==> src/rtl/fp_to_int_pipe.sv <==
// fp_to_int_pipe: parametrised float -> integer converter with classification, rounding and saturation.
// Latency 2 cycles at 1 op/cycle; a stalled output holds both stages and in_ready_o drops once S1 cannot drain.
module fp_to_int_pipe #(
    parameter int EXP_W = 8,
    parameter int MAN_W = 7,
    parameter int INT_W = 32
) (
    input  logic                 clk_i,
    input  logic                 rst_ni,
    input  logic                 in_valid_i,
    output logic                 in_ready_o,
    input  logic [EXP_W+MAN_W:0] fp_i,
    input  logic                 signed_i,
    input  logic [1:0]           rm_i,
    output logic                 out_valid_o,
    input  logic                 out_ready_i,
    output logic [INT_W-1:0]     int_o,
    output logic [2:0]           flag_o
);

    localparam int RW = INT_W + 2;
    localparam logic [EXP_W+1:0] BIAS = (EXP_W+2)'((1 << (EXP_W - 1)) - 1);

    localparam logic [2:0] CLS_NORM = 3'd0;
    localparam logic [2:0] CLS_ZERO = 3'd1;
    localparam logic [2:0] CLS_SUB  = 3'd2;
    localparam logic [2:0] CLS_INF  = 3'd3;
    localparam logic [2:0] CLS_NAN  = 3'd4;

    localparam logic [1:0] RM_RNE = 2'b00;
    localparam logic [1:0] RM_RTZ = 2'b01;
    localparam logic [1:0] RM_RDN = 2'b10;
    localparam logic [1:0] RM_RUP = 2'b11;

    localparam logic [RW-1:0] MAX_S   = {3'b000, {(INT_W-1){1'b1}}};
    localparam logic [RW-1:0] MIN_MAG = {3'b001, {(INT_W-1){1'b0}}};
    localparam logic [RW-1:0] MAX_U   = {2'b00, {INT_W{1'b1}}};
    localparam logic [INT_W-1:0] POS_MAX_S = {1'b0, {(INT_W-1){1'b1}}};
    localparam logic [INT_W-1:0] NEG_MIN_S = {1'b1, {(INT_W-1){1'b0}}};

    logic s1_valid, s2_valid, s1_adv, s2_adv;

    logic                    fp_sign;
    logic [EXP_W-1:0]        fp_exp;
    logic [MAN_W-1:0]        fp_man;
    logic [2:0]              fp_cls;

    logic                    s1_sign;
    logic [2:0]              s1_cls;
    logic signed [EXP_W+1:0] s1_exp;
    logic [MAN_W:0]          s1_sig;
    logic                    s1_signed;
    logic [1:0]              s1_rm;

    int                      e_w, ls, rs;
    logic [INT_W:0]          mag;
    logic [2*MAN_W+2:0]      shifted;
    logic                    guard, sticky, inc, inexact, big, ovf_rng;
    logic [RW-1:0]           rnd;
    logic [INT_W-1:0]        pos_max, neg_min, res;
    logic [2:0]              flg;

    assign s2_adv      = !s2_valid || out_ready_i;
    assign s1_adv      = !s1_valid || s2_adv;
    assign in_ready_o  = s1_adv;
    assign out_valid_o = s2_valid;

    assign fp_sign = fp_i[EXP_W+MAN_W];
    assign fp_exp  = fp_i[EXP_W+MAN_W-1:MAN_W];
    assign fp_man  = fp_i[MAN_W-1:0];

    always_comb begin
        fp_cls = CLS_NORM;
        if (&fp_exp)
            fp_cls = (|fp_man) ? CLS_NAN : CLS_INF;
        else if (!(|fp_exp))
            fp_cls = (|fp_man) ? CLS_SUB : CLS_ZERO;
    end

    always_ff @(posedge clk_i) begin
        if (!rst_ni) begin
            s1_valid  <= 1'b0;
            s1_sign   <= 1'b0;
            s1_cls    <= CLS_ZERO;
            s1_exp    <= '0;
            s1_sig    <= '0;
            s1_signed <= 1'b0;
            s1_rm     <= RM_RNE;
        end else if (s1_adv) begin
            s1_valid <= in_valid_i;
            if (in_valid_i) begin
                s1_sign   <= fp_sign;
                s1_cls    <= fp_cls;
                s1_exp    <= $signed({2'b00, fp_exp} - BIAS);
                s1_sig    <= {1'b1, fp_man};
                s1_signed <= signed_i;
                s1_rm     <= rm_i;
            end
        end
    end

    // Align the significand to the integer point; right shifts keep guard and sticky.
    always_comb begin
        e_w     = int'(s1_exp);
        ls      = e_w - MAN_W;
        rs      = MAN_W - e_w;
        shifted = '0;
        mag     = '0;
        guard   = 1'b0;
        sticky  = 1'b0;
        if (e_w >= MAN_W) begin
            mag = (INT_W+1)'((INT_W+MAN_W+2)'(s1_sig) << ls);
        end else if (rs <= MAN_W + 1) begin
            shifted = {s1_sig, {(MAN_W+2){1'b0}}} >> rs;
            mag     = (INT_W+1)'(shifted[2*MAN_W+2:MAN_W+2]);
            guard   = shifted[MAN_W+1];
            sticky  = |shifted[MAN_W:0];
        end else begin
            sticky  = 1'b1;
        end

        inc = 1'b0;
        case (s1_rm)
            RM_RNE: inc = guard && (sticky || mag[0]);
            RM_RTZ: inc = 1'b0;
            RM_RDN: inc = s1_sign && (guard || sticky);
            RM_RUP: inc = !s1_sign && (guard || sticky);
        endcase
        inexact = guard || sticky;
        rnd     = RW'(mag) + RW'(inc);
        big     = e_w >= INT_W + 1;

        if (s1_signed)
            ovf_rng = s1_sign ? (rnd > MIN_MAG) : (rnd > MAX_S);
        else
            ovf_rng = s1_sign ? (rnd != '0) : (rnd > MAX_U);
    end

    always_comb begin
        pos_max = s1_signed ? POS_MAX_S : '1;
        neg_min = s1_signed ? NEG_MIN_S : '0;
        res     = '0;
        flg     = 3'b000;
        case (s1_cls)
            CLS_ZERO: begin
                res = '0;
                flg = 3'b000;
            end
            CLS_NAN: begin
                res = pos_max;
                flg = 3'b001;
            end
            CLS_INF: begin
                res = s1_sign ? neg_min : pos_max;
                flg = 3'b001;
            end
            CLS_SUB: begin
                if (!s1_sign && s1_rm == RM_RUP) begin
                    res = INT_W'(1);
                    flg = 3'b110;
                end else if (s1_sign && s1_rm == RM_RDN) begin
                    res = s1_signed ? '1 : '0;
                    flg = s1_signed ? 3'b110 : 3'b001;
                end else begin
                    flg = 3'b010;
                end
            end
            default: begin
                if (big || ovf_rng) begin
                    res = s1_sign ? neg_min : pos_max;
                    flg = 3'b001;
                end else begin
                    res = (s1_sign && s1_signed) ? -rnd[INT_W-1:0] : rnd[INT_W-1:0];
                    flg = {inexact, 2'b00};
                end
            end
        endcase
    end

    always_ff @(posedge clk_i) begin
        if (!rst_ni) begin
            s2_valid <= 1'b0;
            int_o    <= '0;
            flag_o   <= '0;
        end else if (s2_adv) begin
            s2_valid <= s1_valid;
            if (s1_valid) begin
                int_o  <= res;
                flag_o <= flg;
            end
        end
    end

endmodule

==> config.mk <==
export PLATFORM = sky130hd
export DESIGN_NAME = fp_to_int_pipe
export DESIGN_NICKNAME = d
export VERILOG_FILES = /design/src/rtl/fp_to_int_pipe.sv
export SDC_FILE = /design/constraint.sdc
export NUM_CORES = 1
export LEC_CHECK = 0
export ABC_AREA = 0
export CAP_MARGIN = 20
export CORE_MARGIN = 5
export CORE_UTILIZATION = 64
export CTS_CLUSTER_SIZE = 24
export DETAILED_ROUTE_END_ITERATION = 7
export GPL_TIMING_DRIVEN = 0
export PLACE_DENSITY_LB_ADDON = 0.3
export SKIP_LAST_GASP = 1
export SLEW_MARGIN = 20
export SYNTH_ARGS = -nofsm -noshare
export SYNTH_HDL_FRONTEND = slang
export SYNTH_SLANG_ARGS = --single-unit
==> constraint.sdc <==
create_clock -name clk_i -period 18.81 [get_ports clk_i]
set_clock_uncertainty 0.05 [all_clocks]
set_input_delay 4.7025 -clock clk_i [delete_from_list [all_inputs] [get_ports clk_i]]
set_output_delay 4.7025 -clock clk_i [all_outputs]
set_load 0.02 [all_outputs]
After elaboration in Yosys (flattened, before gate mapping)
Cells that the tools add are included.
{ "totals": {"reg_bits": 61, "in_bits": 23, "out_inout_bits": 37, "word_cells": 81} }
{ "classes": {"add_sub_neg": 5, "magnitude_cmp": 6, "eq_ne": 7, "n_shift": 2, "mux": 28, "reduce_logical": 23} }
{ "op_table": {"columns": ["operator", "n"], "rows": [
  ["2-to-1 mux 32 bit", 8],
  ["one-hot mux 32 bit (4 select lines)", 1],
  ["> comparator 34 x 32 -> 1 bit (second input constant)", 2],
  ["adder 33 x 1 -> 34 bit", 1],
  ["> comparator 34 x 31 -> 1 bit (second input constant)", 1],
  ["nonzero test 34 bit", 1],
  ["2-to-1 mux 33 bit", 1],
  ["<< shifter 8 x 32 -> 33 bit", 1],
  ["negation 32 bit", 1],
  ["right shift 17 x 32 -> 17 bit", 1],
  ["2-to-1 mux 3 bit", 6],
  ["OR reduction 8 bit", 2],
  ["less-or-equal comparator 10 x 5 -> 1 bit (second input constant)", 1],
  ["subtractor 4 x 9 -> 10 bit (first input constant)", 1],
  ["subtractor 9 x 4 -> 10 bit (second input constant)", 1],
  ["greater-or-equal comparator 9 x 4 -> 1 bit (second input constant)", 1],
  ["greater-or-equal comparator 9 x 7 -> 1 bit (second input constant)", 1],
  ["one-hot mux 3 bit (3 select lines)", 1],
  ["subtractor 8 x 7 -> 9 bit (second input constant)", 1],
  ["2-to-1 mux 8 bit", 1],
  ["AND reduction 8 bit", 1],
  ["2-to-1 mux 1 bit", 7],
  ["OR reduction 7 bit", 1],
  ["== test 3 x 2 -> 1 bit (second input constant)", 2],
  ["other kinds (12)", 26]
]} }

Depth between registers and ports, before layout
{ "depth": {"ltp_word": 15, "mapped_depth": 28, "ltp_nobuf": 23} }

Least setup slack after synthesis
OpenSTA, ideal clock, no wires.
{ "synth_path": {"path_type": "input -> output", "start": "in out_ready_i", "end": "out in_ready_o", "t_arrival_ns": 5.112, "required_time_ns": 14.058, "path_slack_ns": 8.946, "path_stages": 2, "path_buffers": 0, "cell_sequence": "nor2b_1 > nand2_1"} }
{ "synth_via": {"elab_chain_cells": 2} }
{ "synth_rtl": {"columns": ["element", "line_no", "rtl"], "rows": [
  ["from (decl)", "16", "input logic out_ready_i,"],
  ["logical OR 1 bit", "63", "assign s2_adv = !s2_valid || out_ready_i;"],
  ["logical OR 1 bit", "64", "assign s1_adv = !s1_valid || s2_adv;"],
  ["to (decl)", "11", "output logic in_ready_o,"]
]} }
Every way passes these cells.

Final worst setup path
Ends and elaborated chain as after synthesis.

==> results.md <==
* Minimum clock period at 10.80 ns
* Clock root buffer: clkbuf_8
* Core region area at 9328 µm²
* WP data required at 14.06 ns
* Register bit total from synthesis at 61
* Final net count at 935
* Die Width at 108.3 µm
* Top Ports at 60
* Simple-gate share of the synthesized area at 29.43%
* Num CTS Buffers at 9
* Vias in the first global route at 6651
* Leak at 2.610 nW
* Final Cycle Share at 57.44%
* Syn_nets at slightly below 900
* Power Density at roughly 62 nW/µm²
* CTS sink count at 61
* Sequential-to-total area share from yosys stat at 19.75%
* Post-DP Area at a little under 7000 µm²
* Peak supply drop at ~0.036 mV
* Fillers at 717
* Post-CTS setup buffers at 0
* Post-synth cell types at 90
* Routed len/inst at about 20 µm
* Critical Path Sink Type: primary output
* Initial DRC Count at between 800 and 900
* First-pass GRT wire length at 32.88 mm
* Crit path arrival time at 6.05 ns
* Crit path kind: input pin to primary output
* Final cell count without fillers at 1035
* Worst-Skew Late Latency at 0.36 ns
* DP Cell Count at slightly above 1000
* Final Max Slew Viols at 0
* Post-CTS sizing at 0
* Final core occ at 76.47%
* Commonest non-fill, non-tap cell in the layout: nor2_1
* Commonest non-fill, non-tap cells in the layout: nor2_1, nand2_1, dfxtp_1
* CTS HTree Levels at 3
* Via/cell ratio at 6.769
* Synth Warn # at 0
* Post-route cell area at about 7000 µm²
* Startpoint types: input pin
* Synth Area in Compound Gates at between 20 and 30%
* Area of the die at 11730 µm²
* Pin count of the biggest net entering global routing at 13
* DP HPWL at 15.78 mm
* Routability cong. at 0.9841
* Largest family of logic cells by synthesized area: simple AND/OR/NAND/NOR gates
* Maximum clock path buffer count at 2
* CTS tree: built
* Antenna cell count at 0
* Max Freq at between 90 and 100 MHz
* Drt total wl at between 20 and 25 mm
* RSZ-0062 raised after global routing: false
* Crit-path max FO at 5
* Share of layout cells above drive strength 1 at 10.60%
* Final Hold Viols at 0
* Slew @ Worst Pin at around 1.1 ns
* DRC errors left at 0
* Num rows at 35
* Xor/xnor share of the synthesized area at 5.788%
* EDFF count, synth at 0
* Endpoints failing setup at 0
* Die Height at 108.3 µm
* Initial Utilization at 66.28%
* # port buffers at just under 60
* Synth Area in Adders at 2.226%
* Share of flip-flops with an asynchronous set or reset at 0%
* Status: finished, final reports clean
* Area delta synth->final at 15.38%
* Worst slew margin at between 20 and 30%
* Vias at about 7000
* Total track usage at 34.98%
* Dominant synthesized flop cell: dfxtp_1
* GR Overflow Total at 0
* Mux cell area share after synthesis at 7.913%
* Clock transition at path regs at roughly 0.080 ns
* CTS Hold Bufs at 0
* Synthesized instance count at 831
* Post-route ant nets at 0
* Initial antenna violation count at 1
* Min-Delay Path Class: flop to flop
* First-pass detailed-route iteration total at 7
* Setup TNS at 0 ns
* Avg Inst Size Synth at 7.439 µm²
* Mapped cell area at slightly above 6000 µm²
* Max cap viols at 0
## worst max-delay path: stages
cell and delay [ns]:
clkdlybuf4s50_1 0.39, nor2b_1 0.24, nand2_1 0.15, clkdlybuf4s50_1 0.56
## power by group
group / total [mW] / leakage (nW) / internal [mW] / switching, mW
Combinational: 0.170 / 2.01 / 0.0629 / 0.107
Clock: 0.127 / 0.0971 / 0.0619 / 0.0653
Sequential: 0.145 / 0.502 / 0.138 / 0.00684
## cell families (layout without fill, tap and decap cells)
family                     Yosys count  in the layout
muxes                               44             44
AOI/OAI and AO/OA                  243            243
adders and majority gates           11             11
buffers and inverters               75            150
and+or+nand+nor                    357            357
DFF                                 61             61
xor gates and xnor gates            40             40
## registers in the layout, indices dropped and copies added, names as in the netlist
signal and flops:
s1_sig 8, s1_cls 3, s1_sign 1, s1_signed 1
out_valid_o 1, flag_o 3, int_o 32, s1_exp 9
s1_valid 1, s1_rm 2
## Yosys cell counts (6+ instances only)
cell type | n | share of area (%)
a211oi_1 | 13 | 1.6
nor3_1 | 23 | 1.9
nor4_1 | 11 | 1.1
o211ai_1 | 10 | 1.2
a21boi_0 | 15 | 1.8
nand3_1 | 30 | 2.4
nor3b_1 | 10 | 1.2
or2_2 | 6 | 0.61
o211a_1 | 8 | 1.3
o22ai_1 | 8 | 0.81
a31oi_1 | 18 | 1.8
xor2_1 | 14 | 2.0
o21a_1 | 7 | 0.85
nor2b_1 | 27 | 2.7
nand2_1 | 88 | 5.3
dfxtp_1 | 61 | 20
a21oi_1 | 39 | 3.2
mux2_2 | 12 | 2.2
a211oi_2 | 9 | 1.8
buf_2 | 14 | 1.1
o21ai_0 | 42 | 3.4
o31ai_1 | 9 | 1.1
clkbuf_1 | 31 | 1.9
ha_1 | 11 | 2.2
a21o_1 | 7 | 0.85
nor2_1 | 94 | 5.7
a311oi_1 | 8 | 1.1
mux2i_1 | 26 | 4.2
or3_1 | 9 | 0.91
nand4_1 | 8 | 0.81
inv_1 | 17 | 1.0
nand2b_1 | 9 | 0.91
xnor2_1 | 25 | 3.5
and2_1 | 10 | 1.0
## metal layers
| metal | track usage, % | wire, µm | vias to the layer above |
|---|---|---|---|
| met5 | 0 | 11 | - |
| met2 | 59.72 | 9771 | 416 |
| met3 | 5.254 | 1819 | 85 |
| li1 | - | - | 3213 |
| met1 | 43.78 | 8156 | 3290 |
| met4 | 14.97 | 740 | 2 |
## area by class of cell
| cell class | instances | area [µm²] | share of cell area, % |
|---|---|---|---|
| Buffer | 57 | 284.0 | 3.982 |
| Multi-Input combinational cell | 695 | 4609 | 64.62 |
| Clock buffer | 9 | 123.9 | 1.737 |
| Inverter | 18 | 67.56 | 0.9472 |
| Clock inverter | 7 | 75.07 | 1.052 |
| Sequential cell | 61 | 1221 | 17.12 |
| Timing Repair Buffer | 59 | 590.6 | 8.279 |
| Tap cell | 129 | 161.4 | 2.263 |
## per-stage QoR
stage | setup slack [ns] | power [mW] | hold slack, ns
after floorplan | 8.946 | 0.2596 | 0.4154
after global placement | 8.020 | 0.3065 | 0.4329
after detailed placement | 8.004 | 0.3111 | 0.4406
after CTS | 7.999 | 0.4352 | 0.4485
after global routing | 7.956 | 0.4588 | 0.4750
final | 8.006 | 0.4418 | 0.4502
## path summary, 6_finish.rpt
check	from	end	slack, ns	cells past startpoint
max	out_ready_i	in_ready_o	8.01	4
min	int_o[26]$_SDFFE_PN0P_	int_o[26]$_SDFFE_PN0P_	0.45	2
max reg2reg	s1_exp[3]$_SDFFE_PN0P_	int_o[17]$_SDFFE_PN0P_	11.49	26
min reg2reg	int_o[26]$_SDFFE_PN0P_	int_o[26]$_SDFFE_PN0P_	0.45	2
No activity file was read; power rests on OpenSTA's default activity.
